**src/rtl/seq_check_pkg.sv**
```systemverilog
// ---------------------------------------------------------------------------
// seq_check_pkg
// Shared constants and helpers for the programmable serial pattern detector.
//   DEF_PATTERN / DEF_LEN / DEF_OVERLAP : configuration loaded on reset
//   len_mask(len)                       : low-'len' bits set, used to ignore
//                                         pattern/history bits above length
// ---------------------------------------------------------------------------
package seq_check_pkg;

    localparam logic [7:0] DEF_PATTERN = 8'b0010_1001;
    localparam int         DEF_LEN     = 6;
    localparam logic       DEF_OVERLAP = 1'b1;

    // Callers truncate the result to their own pattern width.
    function automatic logic [63:0] len_mask(input int unsigned len);
        logic [63:0] m;
        for (int i = 0; i < 64; i++) begin
            m[i] = (i < len);
        end
        return m;
    endfunction

endpackage

```
**src/rtl/seq_check_if.sv**
```systemverilog
// ---------------------------------------------------------------------------
// seq_check_if
// Configuration + serial data bus for seq_check_prog.
//   cfg_we/cfg_pattern/cfg_len/cfg_overlap : configuration load
//   data_valid/data_in                     : serial stream
//   flag/match_cnt                         : detector results
// Modports: master (stream/config source), slave (detector).
// ---------------------------------------------------------------------------
interface seq_check_if #(
    parameter int MAX_LEN = 8,
    parameter int CNT_W   = 16
);
    localparam int LEN_W = $clog2(MAX_LEN) + 1;

    logic               cfg_we;
    logic [MAX_LEN-1:0] cfg_pattern;
    logic [LEN_W-1:0]   cfg_len;
    logic               cfg_overlap;
    logic               data_valid;
    logic               data_in;
    logic               flag;
    logic [CNT_W-1:0]   match_cnt;

    modport master (
        output cfg_we, cfg_pattern, cfg_len, cfg_overlap, data_valid, data_in,
        input  flag, match_cnt
    );

    modport slave (
        input  cfg_we, cfg_pattern, cfg_len, cfg_overlap, data_valid, data_in,
        output flag, match_cnt
    );

endinterface

```
**src/rtl/seq_hist_shift.sv**
```systemverilog
// ---------------------------------------------------------------------------
// seq_hist_shift
// History shift register plus saturating fill counter for the detector.
//   clk, rst_n     : clock, async active-low reset
//   clr_i          : clear history and fill (wins over shift_i)
//   shift_i        : shift din_i in, fill += 1 (saturates at MAX_LEN)
//   fill_clr_i     : with shift_i, restart fill at 0 (non-overlap restart)
//   din_i          : serial bit
//   hist_shift_o   : history as it would be after shifting din_i in
//   fill_o         : number of valid bits held (0..MAX_LEN)
// ---------------------------------------------------------------------------
module seq_hist_shift #(
    parameter int MAX_LEN = 8,
    parameter int LEN_W   = $clog2(MAX_LEN) + 1
) (
    input  logic               clk,
    input  logic               rst_n,
    input  logic               clr_i,
    input  logic               shift_i,
    input  logic               fill_clr_i,
    input  logic               din_i,
    output logic [MAX_LEN-1:0] hist_shift_o,
    output logic [LEN_W-1:0]   fill_o
);

    logic [MAX_LEN-1:0] hist_q, hist_d;
    logic [LEN_W-1:0]   fill_q, fill_d;

    // Exposed combinationally so the compare sees the bit being sampled now.
    assign hist_shift_o = {hist_q[MAX_LEN-2:0], din_i};
    assign fill_o       = fill_q;

    always_comb begin
        hist_d = hist_q;
        fill_d = fill_q;
        if (clr_i) begin
            hist_d = '0;
            fill_d = '0;
        end else if (shift_i) begin
            // Stale history bits after a fill restart are harmless: the
            // fill gate keeps them out of the next compare.
            hist_d = hist_shift_o;
            if (fill_clr_i) begin
                fill_d = '0;
            end else if (fill_q != LEN_W'(MAX_LEN)) begin
                fill_d = fill_q + 1'b1;
            end
        end
    end

    always_ff @(posedge clk or negedge rst_n) begin
        if (!rst_n) begin
            hist_q <= '0;
            fill_q <= '0;
        end else begin
            hist_q <= hist_d;
            fill_q <= fill_d;
        end
    end

endmodule

```
**src/rtl/seq_check_prog.sv**
```systemverilog
// ---------------------------------------------------------------------------
// seq_check_prog
// Runtime-programmable serial bit-pattern detector (sync-word search).
//   clk, rst_n : clock, async active-low reset
//   bus        : seq_check_if.slave -- config load, serial data, flag and
//                match counter
// flag pulses for one cycle after the edge that samples the last pattern bit.
// Optional feature: define SEQ_MATCH_CNT_EN to build the saturating match
// counter; otherwise match_cnt is tied to zero and no counter flops exist.
// ---------------------------------------------------------------------------
module seq_check_prog
    import seq_check_pkg::*;
#(
    parameter int MAX_LEN = 8,
    parameter int CNT_W   = 16
) (
    input  logic        clk,
    input  logic        rst_n,
    seq_check_if.slave  bus
);

    localparam int LEN_W = $clog2(MAX_LEN) + 1;

    logic [MAX_LEN-1:0] pat_q, pat_d;
    logic [LEN_W-1:0]   len_q, len_d;
    logic               ovl_q, ovl_d;
    logic               flag_q;

    logic [MAX_LEN-1:0] hist_shift;
    logic [LEN_W-1:0]   fill;
    logic [LEN_W:0]     fill_inc;
    logic [MAX_LEN-1:0] mask;
    logic               shift;
    logic               match;

    // Configuration wins over data in the same cycle.
    assign shift = bus.data_valid & ~bus.cfg_we;

    seq_hist_shift #(
        .MAX_LEN (MAX_LEN),
        .LEN_W   (LEN_W)
    ) u_hist (
        .clk          (clk),
        .rst_n        (rst_n),
        .clr_i        (bus.cfg_we),
        .shift_i      (shift),
        .fill_clr_i   (match & ~ovl_q),
        .din_i        (bus.data_in),
        .hist_shift_o (hist_shift),
        .fill_o       (fill)
    );

    always_comb begin
        fill_inc = {1'b0, fill} + 1'b1;
        mask     = MAX_LEN'(len_mask(int'(len_q)));
        // len 0 must be excluded explicitly: an empty mask compares equal.
        match    = shift && (len_q != '0) && (fill_inc >= {1'b0, len_q})
                   && (((hist_shift ^ pat_q) & mask) == '0);
    end

    always_comb begin
        pat_d = pat_q;
        len_d = len_q;
        ovl_d = ovl_q;
        if (bus.cfg_we) begin
            pat_d = bus.cfg_pattern;
            ovl_d = bus.cfg_overlap;
            len_d = (bus.cfg_len > LEN_W'(MAX_LEN)) ? LEN_W'(MAX_LEN) : bus.cfg_len;
        end
    end

    always_ff @(posedge clk or negedge rst_n) begin
        if (!rst_n) begin
            pat_q  <= MAX_LEN'(DEF_PATTERN);
            len_q  <= LEN_W'(DEF_LEN);
            ovl_q  <= DEF_OVERLAP;
            flag_q <= 1'b0;
        end else begin
            pat_q  <= pat_d;
            len_q  <= len_d;
            ovl_q  <= ovl_d;
            flag_q <= match;
        end
    end

    assign bus.flag = flag_q;

`ifdef SEQ_MATCH_CNT_EN
    logic [CNT_W-1:0] cnt_q, cnt_d;

    always_comb begin
        cnt_d = cnt_q;
        if (bus.cfg_we) begin
            cnt_d = '0;
        end else if (match && (cnt_q != {CNT_W{1'b1}})) begin
            cnt_d = cnt_q + 1'b1;
        end
    end

    always_ff @(posedge clk or negedge rst_n) begin
        if (!rst_n) begin
            cnt_q <= '0;
        end else begin
            cnt_q <= cnt_d;
        end
    end

    assign bus.match_cnt = cnt_q;
`else
    assign bus.match_cnt = '0;
`endif

endmodule

```
**src/flat_wrapper.sv**
```systemverilog
// flat-port wrapper written by rule: the top's interface ports become plain ports
module seq_check_prog_flat import seq_check_pkg::*;
#(
    parameter int MAX_LEN = 8,
    parameter int CNT_W   = 16
)
  (clk, rst_n, bus_cfg_we, bus_cfg_pattern, bus_cfg_len, bus_cfg_overlap, bus_data_valid, bus_data_in, bus_flag, bus_match_cnt);
  seq_check_if #(.MAX_LEN(MAX_LEN), .CNT_W(CNT_W)) bus_i ();
  input  logic clk;
  input  logic rst_n;
  input wire logic [$bits(bus_i.cfg_we)-1:0] bus_cfg_we;
  input wire logic [$bits(bus_i.cfg_pattern)-1:0] bus_cfg_pattern;
  input wire logic [$bits(bus_i.cfg_len)-1:0] bus_cfg_len;
  input wire logic [$bits(bus_i.cfg_overlap)-1:0] bus_cfg_overlap;
  input wire logic [$bits(bus_i.data_valid)-1:0] bus_data_valid;
  input wire logic [$bits(bus_i.data_in)-1:0] bus_data_in;
  output wire logic [$bits(bus_i.flag)-1:0] bus_flag;
  output wire logic [$bits(bus_i.match_cnt)-1:0] bus_match_cnt;
  assign bus_i.cfg_we = bus_cfg_we;
  assign bus_i.cfg_pattern = bus_cfg_pattern;
  assign bus_i.cfg_len = bus_cfg_len;
  assign bus_i.cfg_overlap = bus_cfg_overlap;
  assign bus_i.data_valid = bus_data_valid;
  assign bus_i.data_in = bus_data_in;
  assign bus_flag = bus_i.flag;
  assign bus_match_cnt = bus_i.match_cnt;
  seq_check_prog #(.MAX_LEN(MAX_LEN), .CNT_W(CNT_W)) u_core (.clk(clk), .rst_n(rst_n), .bus(bus_i));
endmodule
```
**config.mk**
```make
export PLATFORM = sky130hd
export DESIGN_NAME = seq_check_prog_flat
export DESIGN_NICKNAME = d
export VERILOG_FILES = /design/src/rtl/seq_check_pkg.sv /design/src/rtl/seq_check_if.sv /design/src/rtl/seq_hist_shift.sv /design/src/rtl/seq_check_prog.sv /design/src/flat_wrapper.sv
export SDC_FILE = /design/constraint.sdc
export NUM_CORES = 1
export LEC_CHECK = 0
export BUFFER_PORTS_ARGS = -buffer_cell sky130_fd_sc_hd__buf_2
export CORE_MARGIN = 3
export CORE_UTILIZATION = 52
export DETAILED_ROUTE_END_ITERATION = 10
export GPL_TIMING_DRIVEN = 0
export PLACE_DENSITY = 0.88
export SETUP_SLACK_MARGIN = 0.05
export SLEW_MARGIN = 10
export SYNTH_ARGS = -nofsm -noshare
export SYNTH_HDL_FRONTEND = slang
export SYNTH_SLANG_ARGS = --single-unit
export TNS_END_PERCENT = 100
```
**constraint.sdc**
```tcl
create_clock -name clk -period 2.15 [get_ports clk]
set_input_delay 0.645 -clock clk [delete_from_list [all_inputs] [get_ports clk]]
set_output_delay 0.645 -clock clk [all_outputs]
set_load 0.1 [all_outputs]
```
* Word level (Yosys, flattened, before mapping)
Index checks and enable logic that the tools add are counted.
** Storage, ports and cells
- Output and inout port bits :: 17
- Input bits :: 18
- Logic and storage cells :: 40
- Bits in registers :: 25
** Operators by class
- $add $sub $neg :: 2
- Bitwise logic cells :: 6
- Magnitude comparators :: 10
- Reductions and logical operators :: 8
- Muxes and demuxes :: 7
- Eq/ne operators :: 1
** Operators with widths (count)
- 4-bit 2-to-1 mux :: 5
- 3-bit by 4-bit less-than comparator with 1-bit output (first input constant) :: 4
- 7-bit 2-to-1 mux :: 2
- 8-bit bitwise AND :: 1
- 8-bit logical NOT :: 1
- 1-bit by 4-bit less-than comparator with 1-bit output (first input constant) :: 2
- 2-bit by 4-bit less-than comparator with 1-bit output (first input constant) :: 2
- 8-bit bitwise XOR :: 1
- 4-bit by 1-bit adder with 5-bit output (second input constant) :: 1
- 5-bit by 4-bit greater-or-equal comparator with 1-bit output :: 1
- 4-bit by 1-bit adder with 4-bit output (second input constant) :: 1
- 4-bit greater-than comparator (second input constant) :: 1
- 4-bit != test (second input constant) :: 1
- 4-bit nonzero test :: 1
- 1-bit logical AND :: 3
- 3-bit nonzero test :: 1
- 1-bit bitwise AND :: 2
- 1-bit inverter :: 2
- 2-bit AND reduction :: 1
- 2-bit nonzero test :: 1

* Longest topological paths before layout
Gate-level depths: netlist of the first run.
- Word-level depth :: 9
- Mapped depth :: 8
- Mapped depth without buffers :: 7

* Cells and area by module
A second synthesis of the first run with hierarchy kept.
** Unflattened totals
- Cells, all modules :: 145
- Area, all modules :: 1530.2 um^2
** By module, submodules not included
- seq_check_prog :: area an instance 972.2 um^2, instances 1, seq. area each 357.8 um^2, cells each 93
- seq_hist_shift :: area an instance 558.0 um^2, instances 1, seq. area each 275.3 um^2, cells each 52

* Least setup slack after synthesis of the first run
Ideal clock, no wire load.
- Kind :: reg2reg
- Start point :: reg u_core.u_hist.fill_q[0], in the netlist u_core.u_hist.fill_o[0]
- End point :: reg u_core.u_hist.fill_q[3], in the netlist u_core.u_hist.fill_o[3]
- Path buffers :: 0
- Setup time :: 0.094 ns
- Data required time :: 2.056 ns
- Clock period less this slack :: 1.784 ns
- Cell stages (with the launch flop) :: 8
- Setup slack :: 0.366 ns
- Data arrival time :: 1.690 ns
- Path through :: dfrtp_1 inv_1 ha_1 ha_1 a211oi_1 o21ai_0 and4bb_4 a211oi_1
** Between the ends
- Cells in the longest elaborated chain, start to end :: 8
- Elaborated cells between the ends (all ways) :: 13
- Those cells by class :: add/sub: 2; order compare: 1; eq/ne: 1; mux: 4; bitwise: 1; reduce/logical: 4
** Ends and longest elaborated chain
- start, declared :: line seq_hist_shift.sv:27 : logic [LEN_W-1:0] fill_q, fill_d;
- start signal, assigned :: line seq_hist_shift.sv:57 : fill_q <= fill_d;
- 4-bit by 1-bit adder with 5-bit output * :: line seq_check_prog.sv:54 : fill_inc = {1'b0, fill} + 1'b1;
- 5-bit by 4-bit greater-or-equal comparator with 1-bit output * :: line seq_check_prog.sv:57 : match = shift && (len_q != '0) && (fill_inc >= {1'b0, len_q})
- 1-bit logical AND * :: line seq_check_prog.sv:57
- 1-bit logical AND * :: line seq_check_prog.sv:58 : && (((hist_shift ^ pat_q) & mask) == '0);
- net u_core.match :: line seq_check_prog.sv:34 : logic match;
- 1-bit bitwise AND * :: line seq_check_prog.sv:47 : .fill_clr_i (match & ~ovl_q),
- 4-bit 2-to-1 mux :: line seq_hist_shift.sv:43 : if (fill_clr_i) begin
- 4-bit 2-to-1 mux :: line seq_hist_shift.sv:39 : end else if (shift_i) begin
- 4-bit 2-to-1 mux :: line seq_hist_shift.sv:36 : if (clr_i) begin
Mark *: on every way through the listed nets, which the timed path passes. The rest lies on a longest branch. The select of a mux whose other input is x is not followed.
A chain may end at the register's enable or synchronous reset.

* Final worst setup path of the first run
- Start point :: reg u_core.u_hist.fill_q[0], in the netlist u_core.u_hist.fill_o[0]
- End point :: reg u_core.u_hist.fill_q[1], in the netlist u_core.u_hist.fill_o[1]
Same word-level chain as after synthesis.

==> flow_metrics.py, run 1 <==
metrics = {
    "detailed_routing": {
        "wl_per_cell_um": 12.9,
        "wl_mm": 2.61,
        "first_iter_violations": 26,
        "dr.pass1.iters": 4,
        "vias": 1026,
        "drc": 0,
        "antenna_left": 0,
        "vias_per_cell": 5.08,
    },
    "synthesis": {
        "synth_fa_ha_area_share_pct": 5.24,
        "seq_area_frac_synth_pct": 44.2,
        "synth_edf_count": 0,
        "ys.flop_type": "dfrtp_1",
        "ys_seq_elements": 25,
        "synthMuxAreaShare_pct": 12.7,
        "synthXorXnorAreaFrac_pct": 7.34,
        "synth_cells": 136,
        "syn_area_sq_um": 1430,
        "synth_top_family_by_area": "multiplexers",
        "synth_area_per_cell_sq_um": 10.5,
        "synth_warnings": 0,
        "synthArstFlopShare_pct": 100,
        "synth-simple-area-share_pct": 8.39,
        "synth-compound-area-share_pct": 10.1,
        "synth.distinct_cells": 31,
    },
    "die": {
        "die_height_um": 58.5,
        "boundaryPins": 35,
        "core_area_sq_um": 2540,
        "die_w_um": 58.5,
        "die_area_sq_um": 3420,
        "initial_core_util_pct": 56.2,
        "fp-row-count": 18,
    },
    "global_routing": {
        "grt.overflow.total": 0,
        "grt_pass1_wl_mm": 4.13,
        "grt.total_usage_pct": 15.8,
        "grt_max_degree": 26,
        "grt_pass1_vias": 978,
        "antenna_found_initial": 0,
    },
    "critical_path": {
        "cp_max_fo": 5,
        "critPathCaptureType": "register",
        "crit_arrival_ns": 2.22,
        "crit_type": "reg2reg",
        "critPathLaunchType": "register",
        "worstPathRequired_ns": 2.38,
    },
    "timing": {
        "fin_skew_ns": 0.00828,
        "setup_tns_ns": 0,
        "grt_setup_unrepaired": "no",
        "tightest_slew_ns": 0.541,
        "final-setup-viol-count": 0,
        "holdWs_ns": 0.285,
        "hold_viol_final": 0,
        "period_needed_ns": 1.99,
        "fin_crit_sh_pct": 92.5,
        "fmax_mhz": 503,
        "drv_slew": 0,
        "slew_headroom_pct": 63.9,
    },
    "power": {
        "finalPower_mw": 1.05,
        "power-per-cell-area_nw_per_um2": 636,
        "peakVddDrop_uv": 525,
        "leakagePower_nw": 0.805,
    },
    "outcome": {
        "outcome": "finished clean",
    },
    "clock_network": {
        "cts_inserted_buffers": 3,
        "holdBufCountCts": 0,
        "h-tree-depth": 1,
        "path_clk_slew_ns": 0.13,
        "cts_tree": "yes",
        "cts_sinks": 25,
        "clockBufferDepth": 2,
        "clk_latency_ns": 0.32,
        "cts_root_buffer": "clkbuf_4",
    },
    "final_layout": {
        "drive_above_1_share_pct": 33.1,
        "final_area_sq_um": 1650,
        "multi_input_area_sq_um": 697,
        "final_cell_mix": "buf_2, dfrtp_1, buf_4, conb_1",
        "antennaDiodeCount": 0,
        "area_delta_synth_final_pct": 15.0,
        "nets": 197,
        "fillers": 214,
        "seq_area_sq_um": 633,
    },
    "placed_design": {
        "gp_congestion": 0.853,
        "port_buffers": 17,
        "hpwl_mm": 2.09,
        "place_area_sq_um": 1610,
    },
    "min_path": {
        "hold_class": "in2async",
    },
    "run": {
        "drv_cap": 0,
    },
}
==> flip-flops by register name (all words and copies together) (netlist names) <==
register,count
u_core.bus.flag,1
u_core.len_q,4
u_core.ovl_q,1
u_core.pat_q,8
u_core.u_hist.fill_o,4
u_core.u_hist.hist_q,7
==> synthesized netlist by cell type (2+ instances only) <==
cell type / number / share of area, %
dfrtp_1: 19 / 33
buf_4: 16 / 8.4
mux2_2: 9 / 7.1
nand2_1: 9 / 2.4
nor2_1: 9 / 2.4
mux2i_1: 8 / 5.6
o21ai_0: 8 / 2.8
inv_1: 7 / 1.8
xnor2_1: 7 / 4.3
a211oi_1: 6 / 3.1
dfstp_2: 6 / 11
ha_1: 6 / 5.2
xor2_1: 5 / 3.1
a31oi_1: 2 / 0.87
buf_2: 2 / 0.70
clkbuf_1: 2 / 0.52
==> critical path, cell delays in order, from the launching register on <==
cell and delay, ns:
dfrtp_1 0.44, inv_1 0.09, ha_1 0.34, ha_1 0.30
a211oi_2 0.17, o21ai_1 0.11, and4bb_4 0.24, a211oi_1 0.22
==> where the power goes <==
group          total, mW  leakage (nW)  internal, mW  switching, mW
clock network      0.204        0.0150        0.0727          0.131
registers          0.538         0.312         0.508         0.0297
logic              0.306         0.478        0.0992          0.207
total               1.05         0.805         0.680          0.368
==> logic make-up (layout without fill, tap and decap cells) <==
| group | count (synthesis) | count (layout) |
|---|---|---|
| fa+ha+maj | 6 | 6 |
| compound gates | 22 | 22 |
| simple gates | 25 | 25 |
| xor+xnor | 12 | 12 |
| mux | 17 | 17 |
| flops | 25 | 25 |
| buf+inv | 28 | 49 |
| other cells | 1 | 16 |
==> final timing paths <==
| kind | slack (ns) | to | depth (start not counted) | start |
|---|---|---|---|---|
| worst max-delay path | 0.16 | u_core.u_hist.fill_o[1]$_DFFE_PN0P_ | 7 | u_core.u_hist.fill_o[0]$_DFFE_PN0P_ |
| worst min-delay path | 0.28 | u_core.pat_q[1]$_DFFE_PN0P_ | 1 | rst_n |
| worst max register to register | 0.16 | u_core.u_hist.fill_o[1]$_DFFE_PN0P_ | 7 | u_core.u_hist.fill_o[0]$_DFFE_PN0P_ |
| worst min register to register | 0.55 | u_core.pat_q[7]$_DFFE_PN0P_ | 1 | u_core.pat_q[7]$_DFFE_PN0P_ |
| max in group asynchronous | 1.49 | u_core.len_q[2]$_DFFE_PN1P_ | 1 | rst_n |
| min in group clk | 0.50 | u_core.len_q[2]$_DFFE_PN1P_ | 2 | bus_cfg_len[3] |
==> metrics by stage <==
| step | cells | utilization, % | setup slack (ns) |
|---|---|---|---|
| 2_1_floorplan | 151 | - | 0.366 |
| 3_3_place_gp | 198 | 63.3 | 0.232 |
| 3_5_place_dp | 198 | 63.3 | 0.146 |
| 4_1_cts | 202 | 64.3 | 0.118 |
| 5_1_grt | 202 | 64.7 | 0.0524 |
| 6_report | 202 | 64.7 | 0.161 |
==> layout make-up <==
type | instances | area share (%)
clock buffers | 4 | 1.60
plain buffers | 21 | 8.59
multi-input cells | 98 | 42.3
flip-flops and latches | 25 | 38.4
repair buffers | 17 | 5.17
well taps | 30 | 2.28
inverters | 7 | 1.60
==> repair_timing <==
| item | in CTS | in global routing |
|---|---|---|
| endpoints found under the setup margin | 0 | 4 |
| gates resized for setup | 0 | 3 |
| buffers inserted | 0 | 0 |
==> layer usage <==
layer / vias to the layer above / part of all wire [%] / GRT usage (%)
met5: - / 0 / 0
met4: 0 / 1.8 / 4.97
met3: 7 / 6.1 / 3.07
met2: 37 / 52 / 29.5
met1: 481 / 40 / 18.0
li1: 501 / - / -
Power figures use the tool's default switching activity.
==> run 2, diff against run 1 <==
Settings changed: BUFFER_PORTS_ARGS -buffer_cell sky130_fd_sc_hd__buf_2 to unset, CORE_UTILIZATION 52 to 55, DONT_BUFFER_PORTS set to 1, GPL_TIMING_DRIVEN 0 to unset, PLACE_DENSITY 0.88 to 0.8.
==> flow_metrics.py, run 2 (synthesized netlist as in run 1, its figures left out) <==
metrics = {
    "placed_design": {
        "place_area_sq_um": 1390,
        "hpwl_mm": 1.75,
        "gp_congestion": 0.811,
        "port_buffers": 0,
        "dp_cells": 159,
    },
    "die": {
        "boundaryPins": 35,
        "initial_core_util_pct": 61.2,
        "core_area_sq_um": 2340,
        "fp-row-count": 17,
        "die_area_sq_um": 3250,
        "die_height_um": 57.0,
        "die_w_um": 57.0,
    },
    "detailed_routing": {
        "vias_per_cell": 5.53,
        "wl_per_cell_um": 14.1,
        "antenna_left": 0,
        "dr.pass1.iters": 4,
        "drc": 0,
        "vias": 907,
        "wl_mm": 2.32,
        "first_iter_violations": 17,
    },
    "power": {
        "p_int_uw": 647,
        "p_seq_share_pct": 54.0,
        "pwr-share-clk_pct": 20.7,
        "leakagePower_nw": 0.650,
        "peakVddDrop_uv": 517,
        "power_switching_share_pct": 34.9,
        "power.combinational.fraction_pct": 25.3,
        "power.switching_uw": 347,
        "finalPower_uw": 994,
        "power-per-cell-area_nw_per_um2": 692,
    },
    "final_layout": {
        "fillers": 193,
        "final_common_cell": "dfrtp_1",
        "area_delta_synth_final_pct": 0.350,
        "final_area_sq_um": 1440,
        "drive_above_1_share_pct": 17.6,
        "multi_input_area_sq_um": 697,
        "largestRegisters": "u_core.pat_q x8, u_core.u_hist.hist_q x7",
        "nets": 161,
        "largest_reg_flops": 8,
        "largest_register": "u_core.pat_q",
        "utilization_pct": 61.4,
        "final_cell_mix": "dfrtp_1, conb_1, nand2_1, nor2_1, mux2_2",
        "fin_cells": 164,
        "antennaDiodeCount": 0,
        "seq_area_sq_um": 633,
    },
    "critical_path": {
        "cp_max_fo": 5,
        "critPathCaptureType": "register",
        "critPathLaunchType": "register",
        "crit_arrival_ns": 2.19,
        "crit_type": "reg2reg",
        "worstPathRequired_ns": 2.38,
    },
    "global_routing": {
        "grt_pass1_wl_mm": 4.04,
        "grt_pass1_vias": 933,
        "grt_max_degree": 29,
        "antenna_found_initial": 0,
        "grt.overflow.total": 0,
        "grt.total_usage_pct": 15.9,
    },
    "timing": {
        "grt_setup_unrepaired": "no",
        "fin_crit_sh_pct": 91.0,
        "drv_slew": 0,
        "fmax_mhz": 511,
        "fin_skew_ns": 0.00101,
        "period_needed_ns": 1.96,
        "setup_tns_ns": 0,
        "hold_viol_final": 0,
        "final-setup-viol-count": 0,
        "tightest_slew_ns": 0.853,
        "slew_headroom_pct": 42.9,
    },
    "clock_network": {
        "cts_root_buffer": "clkbuf_4",
        "clk_latency_ns": 0.31,
        "postCtsSetupBuffers": 0,
        "cts_inserted_buffers": 3,
        "path_clk_slew_ns": 0.13,
        "cts_tree": "yes",
        "h-tree-depth": 1,
        "cts_sinks": 25,
        "clockBufferDepth": 2,
    },
    "run": {
        "drv_cap": 0,
    },
    "min_path": {
        "hold_class": "in2async",
    },
    "outcome": {
        "outcome": "finished clean",
    },
}
## run 2: cell types whose count changed in the layout (fill, tap and decap cells not counted)
cell           previous run  this run
dlygate4sd3_1             0         1
buf_2                    19         0
clkinv_2                  0         1
clkbuf_1                  3         0
buf_4                    16         1
buf_1                     1         0
## run 2: path summary, 6_finish.rpt
path                                                       end                           startpoint  slack, ns  cells past startpoint
setup / recovery           u_core.u_hist.fill_o[3]$_DFFE_PN0P_  u_core.u_hist.fill_o[0]$_DFFE_PN0P_       0.19                      7
max in group asynchronous          u_core.len_q[3]$_DFFE_PN0P_                                rst_n       0.76                      1
min in group clk           u_core.u_hist.hist_q[1]$_DFFE_PN0P_                           bus_cfg_we       0.37                      1
hold / removal                     u_core.pat_q[0]$_DFFE_PN1P_                                rst_n       0.15                      0
hold reg to reg                    u_core.len_q[1]$_DFFE_PN1P_          u_core.len_q[1]$_DFFE_PN1P_       0.55                      2
setup reg to reg           u_core.u_hist.fill_o[3]$_DFFE_PN0P_  u_core.u_hist.fill_o[0]$_DFFE_PN0P_       0.19                      7
## run 2: area by class of cell
type | instances | area share (%)
Multi-Input combinational cell | 98 | 48.5
Sequential cell | 25 | 44.1
Tap cell | 28 | 2.44
Inverter | 7 | 1.83
Clock buffer | 3 | 1.57
Timing Repair Buffer | 2 | 1.22
Clock inverter | 1 | 0.348
## run 2: routing by layer
layer  GRT usage [%]  up-vias  part of all wire (%)
met2            25.8       40                    47
met4            6.95        0                   1.7
met3            3.62        4                   7.3
li1                -      439                     -
met1            20.2      424                    44
met5               0        -                     0
## run 2: repair_timing
action,in CTS,in global routing
resized for setup,0,3
hold endpoints to repair,19,0
setup endpoints to repair,0,3
hold buffers,1,0
## run 2: power by group through the flow
stage          clock network [mW]  logic, mW  registers, mW
3_5_place_dp                    0      0.236          0.546
6_report                    0.206      0.251          0.537
4_1_cts                     0.214      0.245          0.537
5_1_grt                     0.237      0.271          0.542
2_1_floorplan                   0      0.250          0.539
3_3_place_gp                    0      0.231          0.543
## run 2: worst max-delay path, cell delays in order, from the launching register on
cell and delay, ns:
dfrtp_1 0.44, inv_1 0.10, ha_1 0.32, ha_1 0.30
a211oi_2 0.18, o21ai_1 0.10, and4bb_4 0.23, a211oi_1 0.20
## run 2: stage by stage
stage | hold slack, ns | worst slack, ns
finish | 0.150 | 0.193
global route | 0.110 | 0.0801
CTS | 0.140 | 0.0730
detailed placement | 0.350 | 0.108
global placement | 0.350 | 0.302
floorplan | 0.349 | 0.366
